### src/rtl/uart_cmd_responder_pkg.sv
// Shared opcode values and FSM state encoding for the UART command responder.
package uart_cmd_responder_pkg;

   localparam logic [5:0] OP_ADD = 6'b100000;
   localparam logic [5:0] OP_SUB = 6'b100010;
   localparam logic [5:0] OP_AND = 6'b100100;
   localparam logic [5:0] OP_OR  = 6'b100101;
   localparam logic [5:0] OP_XOR = 6'b100110;
   localparam logic [5:0] OP_NOR = 6'b100111;
   localparam logic [5:0] OP_SRA = 6'b000011;
   localparam logic [5:0] OP_SRL = 6'b000010;

   typedef enum logic [2:0] {
      ST_IDLE    = 3'd0,
      ST_GET_B   = 3'd1,
      ST_GET_OP  = 3'd2,
      ST_EXEC    = 3'd3,
      ST_SEND    = 3'd4,
      ST_WAIT_TX = 3'd5
   } state_t;

endpackage

### src/rtl/uart_cmd_responder_alu.sv
// Combinational integer ALU; unknown opcodes yield zero and raise o_invalid.
module alu
   import uart_cmd_responder_pkg::*;
#(
   parameter int DATA_WIDTH = 8,
   parameter int OP_WIDTH   = 6
) (
   input  logic [DATA_WIDTH-1:0] i_a,
   input  logic [DATA_WIDTH-1:0] i_b,
   input  logic [OP_WIDTH-1:0]   i_op,
   output logic [DATA_WIDTH-1:0] o_result,
   output logic                  o_invalid
);

   // Opcode decode and arithmetic; shift amounts use the full B value
   always_comb begin
      o_result  = {DATA_WIDTH{1'b0}};
      o_invalid = 1'b0;
      case (i_op)
         OP_WIDTH'(OP_ADD): o_result = i_a + i_b;
         OP_WIDTH'(OP_SUB): o_result = i_a - i_b;
         OP_WIDTH'(OP_AND): o_result = i_a & i_b;
         OP_WIDTH'(OP_OR):  o_result = i_a | i_b;
         OP_WIDTH'(OP_XOR): o_result = i_a ^ i_b;
         OP_WIDTH'(OP_NOR): o_result = ~(i_a | i_b);
         OP_WIDTH'(OP_SRA): o_result = $signed(i_a) >>> i_b;
         OP_WIDTH'(OP_SRL): o_result = i_a >> i_b;
         default: begin
            o_result  = {DATA_WIDTH{1'b0}};
            o_invalid = 1'b1;
         end
      endcase
   end

endmodule

### src/rtl/uart_cmd_responder.sv
// Collects a three-byte command (A, B, opcode) from the UART receiver,
// evaluates it and hands one result byte to the transmitter.
module uart_cmd_responder
   import uart_cmd_responder_pkg::*;
#(
   parameter int DATA_WIDTH     = 8,
   parameter int OP_WIDTH       = 6,
   parameter int TIMEOUT_CYCLES = 2_000_000
) (
   input  logic                  clk,
   input  logic                  reset,
   input  logic                  i_rx_done,
   input  logic [DATA_WIDTH-1:0] i_rx_data,
   input  logic                  i_tx_done,
   output logic                  o_tx_start,
   output logic [DATA_WIDTH-1:0] o_tx_data,
   output logic                  o_busy,
   output logic                  o_err
);

   localparam int CNT_W = (TIMEOUT_CYCLES > 2) ? $clog2(TIMEOUT_CYCLES) : 1;
   // Timing out on the edge where the counter would reach TIMEOUT_CYCLES-1
   localparam logic [CNT_W-1:0] TIMEOUT_LAST = CNT_W'(TIMEOUT_CYCLES - 2);

   state_t                state_r;
   logic [DATA_WIDTH-1:0] a_r;
   logic [DATA_WIDTH-1:0] b_r;
   logic [OP_WIDTH-1:0]   op_r;
   logic [CNT_W-1:0]      timer_r;
   logic                  tx_start_r;
   logic [DATA_WIDTH-1:0] tx_data_r;
   logic                  busy_r;
   logic                  err_r;

   logic [OP_WIDTH-1:0]   alu_op_s;
   logic [DATA_WIDTH-1:0] alu_result_s;
   logic                  alu_invalid_s;

   // The incoming opcode byte is decoded early so a bad opcode flags during EXEC
   always_comb begin
      if (state_r == ST_EXEC) begin
         alu_op_s = op_r;
      end else begin
         alu_op_s = i_rx_data[OP_WIDTH-1:0];
      end
   end

   alu #(
      .DATA_WIDTH (DATA_WIDTH),
      .OP_WIDTH   (OP_WIDTH)
   ) u_alu (
      .i_a       (a_r),
      .i_b       (b_r),
      .i_op      (alu_op_s),
      .o_result  (alu_result_s),
      .o_invalid (alu_invalid_s)
   );

   // Frame sequencing, inter-byte timeout and all registered outputs
   always_ff @(posedge clk or posedge reset) begin
      if (reset) begin
         state_r    <= ST_IDLE;
         a_r        <= {DATA_WIDTH{1'b0}};
         b_r        <= {DATA_WIDTH{1'b0}};
         op_r       <= {OP_WIDTH{1'b0}};
         timer_r    <= {CNT_W{1'b0}};
         tx_start_r <= 1'b0;
         tx_data_r  <= {DATA_WIDTH{1'b0}};
         busy_r     <= 1'b0;
         err_r      <= 1'b0;
      end else begin
         tx_start_r <= 1'b0;
         err_r      <= 1'b0;
         case (state_r)
            ST_IDLE: begin
               timer_r <= {CNT_W{1'b0}};
               if (i_rx_done) begin
                  a_r     <= i_rx_data;
                  state_r <= ST_GET_B;
                  busy_r  <= 1'b1;
               end else begin
                  busy_r  <= 1'b0;
               end
            end
            ST_GET_B: begin
               if (i_rx_done) begin
                  b_r     <= i_rx_data;
                  timer_r <= {CNT_W{1'b0}};
                  state_r <= ST_GET_OP;
               end else if (timer_r == TIMEOUT_LAST) begin
                  timer_r <= {CNT_W{1'b0}};
                  state_r <= ST_IDLE;
                  busy_r  <= 1'b0;
                  err_r   <= 1'b1;
               end else begin
                  timer_r <= timer_r + CNT_W'(1);
               end
            end
            ST_GET_OP: begin
               if (i_rx_done) begin
                  op_r    <= i_rx_data[OP_WIDTH-1:0];
                  timer_r <= {CNT_W{1'b0}};
                  err_r   <= alu_invalid_s;
                  state_r <= ST_EXEC;
               end else if (timer_r == TIMEOUT_LAST) begin
                  timer_r <= {CNT_W{1'b0}};
                  state_r <= ST_IDLE;
                  busy_r  <= 1'b0;
                  err_r   <= 1'b1;
               end else begin
                  timer_r <= timer_r + CNT_W'(1);
               end
            end
            ST_EXEC: begin
               tx_data_r  <= alu_result_s;
               tx_start_r <= 1'b1;
               err_r      <= i_rx_done;
               state_r    <= ST_SEND;
            end
            ST_SEND: begin
               err_r   <= i_rx_done;
               state_r <= ST_WAIT_TX;
            end
            ST_WAIT_TX: begin
               err_r <= i_rx_done;
               if (i_tx_done) begin
                  state_r <= ST_IDLE;
                  busy_r  <= 1'b0;
               end else begin
                  state_r <= ST_WAIT_TX;
               end
            end
            default: begin
               state_r <= ST_IDLE;
               timer_r <= {CNT_W{1'b0}};
               busy_r  <= 1'b0;
            end
         endcase
      end
   end

   assign o_tx_start = tx_start_r;
   assign o_tx_data  = tx_data_r;
   assign o_busy     = busy_r;
   assign o_err      = err_r;

endmodule
### config.mk
export PLATFORM = sky130hd
export DESIGN_NAME = uart_cmd_responder
export DESIGN_NICKNAME = d
export VERILOG_FILES = /design/src/rtl/uart_cmd_responder_pkg.sv /design/src/rtl/uart_cmd_responder_alu.sv /design/src/rtl/uart_cmd_responder.sv
export SDC_FILE = /design/constraint.sdc
export NUM_CORES = 1
export LEC_CHECK = 0
export ABC_AREA = 1
export BUFFER_PORTS_ARGS = -buffer_cell sky130_fd_sc_hd__buf_4
export CAP_MARGIN = 20
export CORE_ASPECT_RATIO = 1.5
export CORE_MARGIN = 1
export CORE_UTILIZATION = 60
export CTS_CLUSTER_DIAMETER = 150
export DETAILED_ROUTE_END_ITERATION = 8
export PLACE_DENSITY = 0.84
export SYNTH_ARGS = -nofsm -noshare
export SYNTH_HDL_FRONTEND = slang
export SYNTH_HIERARCHICAL = 1
export SYNTH_SLANG_ARGS = --single-unit
### constraint.sdc
create_clock -name clk -period 4.2 [get_ports clk]
set_clock_uncertainty 0.2 [all_clocks]
set_input_delay 0.21 -clock clk [delete_from_list [all_inputs] [get_ports clk]]
set_output_delay 0.21 -clock clk [all_outputs]
set_load 0.005 [all_outputs]
# Yosys cells after proc, flatten, opt, wreduce, memory -nomap -nowiden
# Cells that the tools add are included.
# word_totals
ram_bits,0
mem_count,0
out_inout_bits,11
mem_bits_ro,0
register_bits,57
elab_cells,68
in_bits,12
latchBits,0
# op_classes
n_reduce_logical,9
addsub,3
bitwise,5
shift,2
mux,22
div_mod_pow,0
n_lt_le_gt_ge,0
multipliers,0
n_eq_ne,18
# ops
operator,count
8-bit one-hot mux with 8 select lines,1
21-bit 2-to-1 mux,2
21-bit one-hot mux with 2 select lines,1
"6-bit == test, second input constant",6
"21-bit by 1-bit adder with 21-bit output, second input constant",1
"21-bit == test, second input constant",1
3-bit one-hot mux with 6 select lines,1
3-bit 2-to-1 mux,5
"6-bit by 2-bit == test with 1-bit output, second input constant",2
1-bit 2-to-1 mux,9
8-bit adder,1
8-bit bitwise AND,1
8-bit NOT,1
8-bit OR,1
8-bit OR reduction,1
8-bit by 8-bit right shift with 8-bit output,1
8-bit by 8-bit >>> shifter with 8-bit output,1
8-bit subtractor,1
8-bit bitwise XOR,1
"3-bit by 2-bit == test with 1-bit output, second input constant",2
"3-bit == test, second input constant",2
6-bit 2-to-1 mux,1
"2-bit != test, second input constant",3
2-bit AND reduction,3
9 further kinds,10

# Logic depth before layout (Yosys ltp)
# logic_depth
word_depth,7
depth_mapped,23
ltp_nobuf,22

# Modules after synthesis
# The synthesis kept the hierarchy.
# modules_own_cells
mod,n_inst,area_each_um2,cells_per_inst,seq_area_each_um2
uart_cmd_responder,1,2778.9,357,1426.4
alu,1,1686.6,300,0.0

# Worst setup path before layout
# No wires, ideal clock.
# synth_timing
kind,register to register
start,reg state_r[2]
end,"reg tx_data_r[7], in the netlist o_tx_data[7]"
required_ns,3.884
setup_ns,0.116
arrival_ns,2.912
path_stages_with_launch,20
synth_period_minus_slack_ns,3.228
setup_slack_ns,0.972
path_buffers,2
cell_sequence,dfrtp_1 inv_1 nand3_1 buf_2 inv_1 buf_2 o21ai_0 nand4_2 o21ai_1 nand2_1 xor2_1 ha_1 a21o_1 nor2_1 nand2_1 nand3b_1 nand3_1 nand2_1 nand2_1 nand2_1
# synth_between
elab_chain_cells,4
elab_cells_between_ends,11
classes_between,eq/ne: 9; mux: 2
# synth_lines
item,line_no,rtl
from (decl),uart_cmd_responder.sv:25,state_t state_r;
from (signal assigned),uart_cmd_responder.sv:62,state_r <= ST_IDLE;
from (signal assigned),uart_cmd_responder.sv:79,state_r <= ST_GET_B;
from (signal assigned),uart_cmd_responder.sv:89,state_r <= ST_GET_OP;
3-bit by 2-bit == test with 1-bit output *,uart_cmd_responder.sv:41,if (state_r == ST_EXEC) begin
6-bit 2-to-1 mux *,uart_cmd_responder.sv:41,
net alu_op_s[1],uart_cmd_responder.sv:35,logic [OP_WIDTH-1:0] alu_op_s;
6-bit by 2-bit == test with 1-bit output / 6-bit == test (equally long branches),uart_cmd_responder_alu.sv:19,case (i_op)
8-bit one-hot mux with 8 select lines *,uart_cmd_responder_alu.sv:19,
net alu_result_s[7],uart_cmd_responder.sv:36,logic [DATA_WIDTH-1:0] alu_result_s;
to (signal assigned),uart_cmd_responder.sv:68,tx_data_r <= {DATA_WIDTH{1'b0}};
to (signal assigned),uart_cmd_responder.sv:115,tx_data_r <= alu_result_s;
to (decl),uart_cmd_responder.sv:31,logic [DATA_WIDTH-1:0] tx_data_r;
# The timed path passes the listed nets; every way through them passes the cells marked *.
# A chain may end at the register's enable or synchronous reset.

# Worst setup path in the final report
# layout_timing
start,reg state_r[2]
end,"reg tx_data_r[6], in the netlist o_tx_data[6]"
# The elaborated chain is that of the path after synthesis.

==> flow_summary_export.csv <==
group,metric,value,unit
routing,drt_iter0_drc,320,
synthesis,ys_seq_elements,57,
synthesis,syn-num-nets,696,
synthesis,synth_edf_count,0,
placed_design,numPortBuffers,22,
floorplan,rows,38,
critical_path,cp_num_buf_inv,5,
layout,syn_to_final_growth,12.13,%
placed_design,dpl.hpwl,9445,um
critical_path,cp_slowest_stage_delay,0.40,ns
critical_path,path_max_fanout,21,
routing,drc,0,
floorplan,die_area,7799,um2
critical_path,cpMostUsedCell,"nand2_1",
sta,hold_violations,0,
cts,worstSkewPairLatency,0.35,ns
global_route,grt-ovfl-total,0,
critical_path,crit_path_top_delay_cell,"dfrtp_1",
global_route,grt_pass1_vias,4528,
cts,cts_tree,"yes",
min_path,hp-class,"flop to flop",
power_and_ir_drop,power.density,676.6,nW/um2
cts,cts_buffers,9,
floorplan,die_x,72.44,um
cts,root_buffer,"clkbuf_8",
run_status,run_status,"finished, final reports clean",
layout,diodes,0,
critical_path,cp.arrival,3.88,ns
routing,vias_per_cell,5.838,
synthesis,syn-cell-area,4466,um2
sta,fin_tns_setup,0,ns
synthesis,synth_cells,657,
critical_path,critical_path.top_delay_family,"simple AND/OR/NAND/NOR gates",
power_and_ir_drop,cellLeakagePower,2.550,nW
sta,layout_setup_ws,0.4116,ns
sta,worst_slew_pin_slew,0.7150,ns
sta,period_share,90.20,%
floorplan,io_pins,23,
floorplan,chipHeight,107.7,um
synthesis,ys.flop_type,"dfrtp_1",
synthesis,ys_types,42,
cts,clk_pin_slew,0.07,ns
power_and_ir_drop,ir_drop,0.0003827,V
cts,clk_path_buf_depth,2,
synthesis,yosysWarnings,6,
routing,wl,12980,um
layout,fillerInstances,633,
critical_path,cp.required,4.29,ns
routing,dr_total_vias,4641,
synthesis,async_flop_share,100.0,%
floorplan,start_util,61.79,%
layout,layout-drive-gt1-share,11.22,%
critical_path,end_kind,"flop",
sta,slew_headroom,52.33,%
placed_design,pre_cts_slack,0.4362,ns
layout,finalNetCount,730,
global_route,grt_max_degree,58,
cts,htree_levels,3,
routing,antenna_left,0,
sta,rsz0062_at_grt,"false",
critical_path,start_kind,"flop",
sta,fmaxAchievable,0.2640,GHz
cts,clock-sinks,57,
floorplan,core_area,7227,um2
critical_path,path_class,"flop to flop",
layout,final_common_cell,"nand2_1",
sta,slew_viol_final,0,
synthesis,synth-seq-area-share,31.94,%
routing,drt-wirelength-per-cell,16.32,um
job,maxCapViolations,0,
sta,fin_crit,3.788,ns
sta,final-setup-viol-count,0,
critical_path,path_cells,"inv_1, nand3_1, clkinvlp_4, o21ai_0, inv_2, nor2_2, nand4_2, o21ai_1, xor2_1, inv_1, ha_1, nand2_1, inv_1, nand4_1, o211ai_1, xor2_1, nand2_1, nand3_1, nand2_1, nand2_1",
synthesis,synth_area_per_cell,6.797,um2
global_route,grtUsageTotal,36.33,%
layout,final_cell_mix,"182 x nand2_1, 76 x inv_1, 72 x nand3_1",
global_route,grt_first_pass_wirelength,21150,um
global_route,antenna_found_initial,0,
routing,dr.pass1.iters,6,
placed_design,place_congestion,1.021,
## per-stage QoR
step / cells / hold slack, ns / instance area, um2 / power (W) / util, %
finish: 795 / 0.2833 / 5007 / 0.003388 / 69.29
floorplan: 657 / 0.1709 / 4466 / 0.002326 / -
CTS: 795 / 0.2836 / 5004 / 0.003320 / 69.23
global placement: 769 / 0.2510 / 4712 / 0.002765 / 65.20
detailed placement: 769 / 0.2588 / 4712 / 0.002828 / 65.20
global route: 795 / 0.3039 / 5007 / 0.003644 / 69.29
## synthesized netlist by cell type, types with 8 or more instances
cell | number | area share, %
nand2_1 | 182 | 15
inv_1 | 78 | 6.6
nand3_1 | 72 | 8.1
nor2_1 | 62 | 5.2
dfrtp_1 | 57 | 32
o21ai_0 | 44 | 4.9
ha_1 | 26 | 7.3
nand4_1 | 20 | 2.8
a21oi_1 | 16 | 1.8
xor2_1 | 13 | 2.5
inv_2 | 10 | 0.84
o21ai_1 | 9 | 1.0
nor3_1 | 8 | 0.90
## report_power, final
group          switching [W]  internal (W)
Clock               0.000218      0.000258
Combinational        0.00131      0.000657
Sequential          0.000229      0.000714
Total                0.00176       0.00163
## logic make-up after synthesis
kind of cell / after synthesis / synth area share, %
buffers and inverters: 103 / 9.218
xor gates and xnor gates: 15 / 2.942
adders and majority gates: 27 / 7.733
DFF: 57 / 31.94
and+or+nand+nor: 371 / 37.66
AOI/OAI and AO/OA: 84 / 10.51
## final timing paths
| kind | start | end | slack (ns) | depth (start not counted) |
|---|---|---|---|---|
| worst max register to register | state_r[2] | o_tx_data[6] | 0.41 | 20 |
| worst max-delay path | state_r[2] | o_tx_data[6] | 0.41 | 20 |
| worst min register to register | o_tx_data[2] | o_tx_data[2] | 0.28 | 2 |
| min in group asynchronous | reset | timer_r[3] | 0.42 | 4 |
| max in group asynchronous | reset | timer_r[10] | 2.90 | 4 |
| worst min-delay path | o_tx_data[2] | o_tx_data[2] | 0.28 | 2 |
## state kept, by name (all words and copies together) (netlist names)
name,count
o_busy,1
timer_r,21
o_err,1
o_tx_data,8
o_tx_start,1
state_r,3
a_r,8
b_r,8
op_r,6
## area by class of cell
| class | instances | area [um2] | area share, % |
|---|---|---|---|
| clock buffers | 13 | 168.9 | 3.373 |
| inverters | 88 | 334.1 | 6.672 |
| clock inverters | 2 | 12.51 | 0.2499 |
| flip-flops and latches | 57 | 1426 | 28.49 |
| well taps | 100 | 125.1 | 2.499 |
| multi-input cells | 497 | 2628 | 52.47 |
| repair buffers | 38 | 312.8 | 6.247 |
## routing by layer
metal | track usage [%] | vias up | wire length, um
li1 | - | 2200 | -
met1 | 37.72 | 2184 | 4798
met2 | 63.82 | 188 | 6716
met3 | 7.678 | 69 | 636
met4 | 25.21 | 0 | 827
met5 | 0 | - | 0
## worst reg2reg max path, stage by stage (launching register included)
cell	delay, ns
dfrtp_1	0.40
inv_1	0.12
nand3_1	0.16
clkinvlp_4	0.33
o21ai_0	0.37
inv_2	0.09
nor2_2	0.15
nand4_2	0.21
o21ai_1	0.26
xor2_1	0.17
inv_1	0.05
ha_1	0.37
nand2_1	0.10
inv_1	0.07
nand4_1	0.09
o211ai_1	0.12
xor2_1	0.18
nand2_1	0.06
nand3_1	0.09
nand2_1	0.06
nand2_1	0.08
## timing repair
| item | CTS | global route |
|---|---|---|
| hold buffers | 11 | 0 |
| setup buffers | 0 | 0 |
| hold endpoints to repair | 72 | 0 |
| endpoints found under the setup margin | 0 | 1 |
| gates resized for setup | 0 | 1 |
No activity file was read; power rests on OpenSTA's default activity.
